**config.mk**
```make
export PLATFORM = sky130hd
export DESIGN_NAME = sysu_sar_cmp_ctrl
export DESIGN_NICKNAME = d
export VERILOG_FILES = /design/src/rtl/sysu_sar_cmp_ctrl.sv
export SDC_FILE = /design/constraint.sdc
export NUM_CORES = 1
export LEC_CHECK = 0
export CAP_MARGIN = 20
export CELL_PAD_IN_SITES_DETAIL_PLACEMENT = 1
export CELL_PAD_IN_SITES_GLOBAL_PLACEMENT = 1
export CORE_MARGIN = 3
export CORE_UTILIZATION = 38
export CTS_CLUSTER_SIZE = 20
export DETAILED_ROUTE_END_ITERATION = 8
export GPL_TIMING_DRIVEN = 0
export PLACE_DENSITY_LB_ADDON = 0.1
export SYNTH_ARGS = -nofsm -noshare
export SYNTH_HDL_FRONTEND = slang
export SYNTH_SLANG_ARGS = --single-unit
```
**constraint.sdc**
```tcl
create_clock -name CLK -period 2.88 [get_ports CLK]
set_input_delay 0.576 -clock CLK [delete_from_list [all_inputs] [get_ports CLK]]
set_output_delay 0.576 -clock CLK [all_outputs]
set_load 0.05 [all_outputs]
```
**src/rtl/sysu_sar_cmp_ctrl.sv**
```systemverilog
// Successive-approximation controller that binary-searches the A port of an external cascadable comparator.
// Optional build macro SAR_EARLY_EXIT_EN: an equality answer ends the search at that step.
module sysu_sar_cmp_ctrl #(
    parameter int WIDTH  = 4,
    parameter int SETTLE = 1
) (
    input  logic             CLK,
    input  logic             nCLR,
    input  logic             START,
    input  logic             QAgB,
    input  logic             QAeB,
    input  logic             QAlB,
    output logic [WIDTH-1:0] B,
    output logic             OIAgB,
    output logic             OIAeB,
    output logic             OIAlB,
    output logic [WIDTH-1:0] RESULT,
    output logic             BUSY,
    output logic             DONE,
    output logic             ERR,
    output logic [1:0]       dbg_state_o
);

    localparam logic [1:0] S_IDLE  = 2'd0;
    localparam logic [1:0] S_TRIAL = 2'd1;
    localparam logic [1:0] S_DONE  = 2'd2;

    localparam int IW = (WIDTH > 1) ? $clog2(WIDTH) : 1;
    localparam int CW = $clog2(SETTLE + 1);
    localparam logic [IW-1:0] IDX_MSB    = IW'(WIDTH - 1);
    localparam logic [CW-1:0] CNT_SETTLE = CW'(SETTLE);

    logic [1:0]       state_q, state_d;
    logic [IW-1:0]    idx_q, idx_d;
    logic [CW-1:0]    cnt_q, cnt_d;
    logic [WIDTH-1:0] b_q, b_d;
    logic [WIDTH-1:0] res_q, res_d;
    logic             busy_q, busy_d;
    logic             done_q, done_d;
    logic             err_q, err_d;

    logic [WIDTH-1:0] bit_mask;
    logic [WIDTH-1:0] res_new;
    logic [2:0]       code;
    logic             finish;

    // Handshake: START is a level sampled only in IDLE/DONE; BUSY covers the
    // whole search and DONE (with RESULT/ERR) holds until the next accepted START.
    always_comb begin
        state_d  = state_q;
        idx_d    = idx_q;
        cnt_d    = cnt_q;
        b_d      = b_q;
        res_d    = res_q;
        busy_d   = busy_q;
        done_d   = done_q;
        err_d    = err_q;
        bit_mask = WIDTH'(1) << idx_q;
        code     = {QAgB, QAeB, QAlB};
        res_new  = res_q;
        finish   = 1'b0;

        case (state_q)
            S_IDLE, S_DONE: begin
                if (START) begin
                    res_d   = '0;
                    err_d   = 1'b0;
                    done_d  = 1'b0;
                    busy_d  = 1'b1;
                    idx_d   = IDX_MSB;
                    b_d     = WIDTH'(1) << IDX_MSB;
                    cnt_d   = CW'(1);
                    state_d = S_TRIAL;
                end
            end
            S_TRIAL: begin
                if (cnt_q != CNT_SETTLE) begin
                    cnt_d = cnt_q + CW'(1);
                end else begin
                    case (code)
                        3'b100: res_new = res_q | bit_mask;
                        3'b001: res_new = res_q & ~bit_mask;
                        3'b010: begin
                            res_new = res_q | bit_mask;
`ifdef SAR_EARLY_EXIT_EN
                            finish  = 1'b1;
`endif
                        end
                        default: begin
                            // Bit under test is not trusted: leave it clear and stop.
                            res_new = res_q & ~bit_mask;
                            err_d   = 1'b1;
                            finish  = 1'b1;
                        end
                    endcase
                    if (idx_q == '0) begin
                        finish = 1'b1;
                    end
                    res_d = res_new;
                    if (finish) begin
                        busy_d  = 1'b0;
                        done_d  = 1'b1;
                        b_d     = res_new;
                        state_d = S_DONE;
                    end else begin
                        idx_d = idx_q - IW'(1);
                        b_d   = res_new | (bit_mask >> 1);
                        cnt_d = CW'(1);
                    end
                end
            end
            default: state_d = S_IDLE;
        endcase
    end

    always_ff @(posedge CLK or negedge nCLR) begin
        if (!nCLR) begin
            state_q <= S_IDLE;
            idx_q   <= '0;
            cnt_q   <= '0;
            b_q     <= '0;
            res_q   <= '0;
            busy_q  <= 1'b0;
            done_q  <= 1'b0;
            err_q   <= 1'b0;
        end else begin
            state_q <= state_d;
            idx_q   <= idx_d;
            cnt_q   <= cnt_d;
            b_q     <= b_d;
            res_q   <= res_d;
            busy_q  <= busy_d;
            done_q  <= done_d;
            err_q   <= err_d;
        end
    end

    // Cascade inputs 0/1/0 make a chained comparator report true equality on ties.
    assign OIAgB       = 1'b0;
    assign OIAeB       = 1'b1;
    assign OIAlB       = 1'b0;
    assign B           = b_q;
    assign RESULT      = res_q;
    assign BUSY        = busy_q;
    assign DONE        = done_q;
    assign ERR         = err_q;
    assign dbg_state_o = state_q;

endmodule

```
==> out/metrics.yaml <==
critPathArrivalTime_ns: 1.56
fmax_mhz: 468.7
ant_nets: 0
cts_sinks: 16
total_power_uw: 1211
ctsHoldBuffers: 0
startpoint_type: "flip-flop"
yosysWarnings: 0
post_drt_wl_per_cell_um: 16.60
htreeDepth: 1
critical_path.top_delay_family: "buffers and inverters"
worstMarginPinSlew_ns: 0.7293
num_antenna_cells: 0
cp_max_fo: 6
synth.distinct_cells: 28
reg2reg_from: "dbg_state_o[1]$_DFFE_PN0P_"
leakage_uw: 0.0004942
layout.nets: 128
synth_top_area_share_pct: 45.78
grt_pass1_wl_um: 4043
reg2reg_slack_ns: 1.23
wl_met3_um: 87
hold_viol: 0
place.gp.congestion: 0.7737
skew_ns: 0.009332
hpwl_um: 1753
postSynthAreaPerCell_um2: 9.304
status: "finished clean"
grt_max_degree: 17
cts_buffers: 3
clockBufferDepth: 2
min_path_cells: 1
dieHeight_um: 53.98
rr_endpoint: "B[2]$_DFFE_PN0P_"
ir_drop_mv: 0.5907
io_pins: 22
area.growth.synth_to_final_pct: 29.04
period_needed_ns: 2.134
via_count: 771
drt_iter0_drc: 8
min_from: "BUSY$_DFFE_PN0P_"
slew_viol_final: 0
cts_resized: 0
wl_met1_um: 1022
fp.dieW_um: 53.98
io_buffers: 18
synth_area_leader_cell: "dfrtp_1"
detail_route.wirelength_um: 2390
clk_latency_ns: 0.30
crit_required_ns: 2.30
cpMaxStageDelayCell: "clkdlybuf4s50_1"
setup_violations: 0
grt_pass1_vias: 814
cts-root-buf: "clkbuf_4"
clkTransAtPathRegs_ns: 0.10
rsz0062_at_grt: "false"
syn_inst: 94
cts_tree: "done"
start_util_pct: 42.42
hold_end: "BUSY$_DFFE_PN0P_"
min_period_over_period_pct: 74.09
synth.top_cells.by_area: "dfrtp_1 46%, ha_1 5.7%, o21ai_0 5.2%, nor2_1 3.9%, a211oi_1 3.4%"
max_slew_margin_pct: 51.23
grt.total_usage_pct: 20.38
setup_tns_ns: 0
die-area_mm2: 0.002913
cpPeakStageDelay_ns: 0.83
first_pass_iters: 3
drc: 0
post_cts_buffers: 0
row_count: 16
synth_seq_cells: 16
route.met2.wl_um: 1244
crit_chain: "clkdlybuf4s50_1"
reg2reg_depth: 5
path_class: "reg -> out"
dr.max_layer_used: "met4"
antenna_found_initial: 0
viasPerCell: 5.354
cp-end-kind: "output port"
syn_area_um2: 874.6
yosysSeqAreaShare_pct: 45.78
power_density_mw_per_mm2: 1073
drive_gt1_share_pct: 8.547
crit_buf_inv: 1
min_path_type: "reg -> reg"
grt_overflow_total: 0
drv_cap: 0
core_area_mm2: 0.002062
==> where the power goes <==
part,internal (µW),switching (µW)
clock network,77.2,77.1
registers,299,64.1
logic,236,458
total,612,599
==> worst register-to-register path, delay by kind of cell, from the launching register on <==
kind            cells  cell delay [ns]
buf+inv             1             0.23
simple gates        3             0.61
compound gates      1             0.28
flops               1             0.43
==> cell families (layout without fill, tap and decap cells) <==
family / count (synthesis) / after routing / synth area share, %
other: 2 / 3 / 0.8587
AND/OR/NAND/NOR: 29 / 29 / 16.88
XOR/XNOR: 2 / 2 / 2.003
buffers and inverters: 10 / 32 / 5.722
adder cells (fa/ha/maj): 4 / 4 / 5.723
AO/OA/AOI/OAI: 31 / 31 / 23.03
flip-flops: 16 / 16 / 45.78
==> cell type report <==
| class | instances | area (µm²) |
|---|---|---|
| clock buffer | 4 | 36.28 |
| buffer | 6 | 35.03 |
| inverter | 4 | 15.01 |
| timing repair buffer | 18 | 180.2 |
| sequential | 16 | 400.4 |
| fill | 246 | 933.4 |
| tap | 27 | 33.78 |
| multi-input combinational | 69 | 427.9 |
==> synthesized netlist by cell type <==
cell,n
a21oi_1,4
o211a_1,1
clkbuf_1,2
o21ai_1,4
nand3b_1,1
a22o_1,3
buf_2,1
xor2_1,1
nand2_1,5
nor2b_1,3
nor3_1,5
nand2b_1,3
a21boi_0,1
buf_4,3
o21ai_0,9
a31o_1,1
xnor2_1,1
inv_1,4
conb_1,2
nor3b_1,1
nor2_1,9
nor2_2,1
a211oi_1,4
dfrtp_1,16
o32ai_1,3
a21o_1,1
ha_1,4
or3_4,1
==> through the flow <==
step / hold WS (ns) / util, % / cells / instance area, µm² / setup slack [ns]
floorplan: 0.2804 / - / 95 / 878.3 / 1.283
global placement: 0.4596 / 52.97 / 140 / 1092 / 0.8132
detailed placement: 0.4695 / 52.97 / 140 / 1092 / 0.7994
CTS: 0.4929 / 54.73 / 144 / 1129 / 0.7141
global route: 0.5187 / 54.73 / 144 / 1129 / 0.6535
finish: 0.4862 / 54.73 / 144 / 1129 / 0.7462
==> placed cells by master, fill, tap and decap left out, drive strengths merged, types with 3 or more instances in the layout <==
master | netlist | routed
nor3 | 5 | 5
buf | 4 | 4
nor2 | 10 | 10
clkbuf | 2 | 6
nand2 | 5 | 5
nand2b | 3 | 3
ha | 4 | 4
nor2b | 3 | 3
a211oi | 4 | 4
a21oi | 4 | 4
dfrtp | 16 | 16
o21ai | 13 | 13
clkdlybuf4s50 | 0 | 18
o32ai | 3 | 3
a22o | 3 | 3
conb | 2 | 3
inv | 4 | 4
==> how the worst max path moves through the flow <==
| stage | from | endpoint | cells past startpoint |
|---|---|---|---|
| 3_3_place_gp | START | idx_q[1]$_DFFE_PN0P_ | 6 |
| 5_1_grt | dbg_state_o[0]$_DFFE_PN0P_ | dbg_state_o[0] | 1 |
| 6_report | dbg_state_o[0]$_DFFE_PN0P_ | dbg_state_o[0] | 1 |
| 3_5_place_dp | START | idx_q[1]$_DFFE_PN0P_ | 6 |
| 4_1_cts | dbg_state_o[0]$_DFFE_PN0P_ | dbg_state_o[0] | 1 |
| 2_1_floorplan | dbg_state_o[0]$_DFFE_PN0P_ | B[1]$_DFFE_PN0P_ | 5 |
==> registers in the layout, indices dropped and copies added (netlist names) <==
signal	cells
ERR	1
dbg_state_o	2
B	4
RESULT	4
DONE	1
idx_q	2
BUSY	1
cnt_q	1
==> layer usage <==
layer  up-vias  track usage [%]
li1        370                -
met4         0            7.469
met5         -                0
met2        14            34.48
met3         5            5.817
met1       382            24.40
Note: power is estimated with default switching activity, not from simulation.
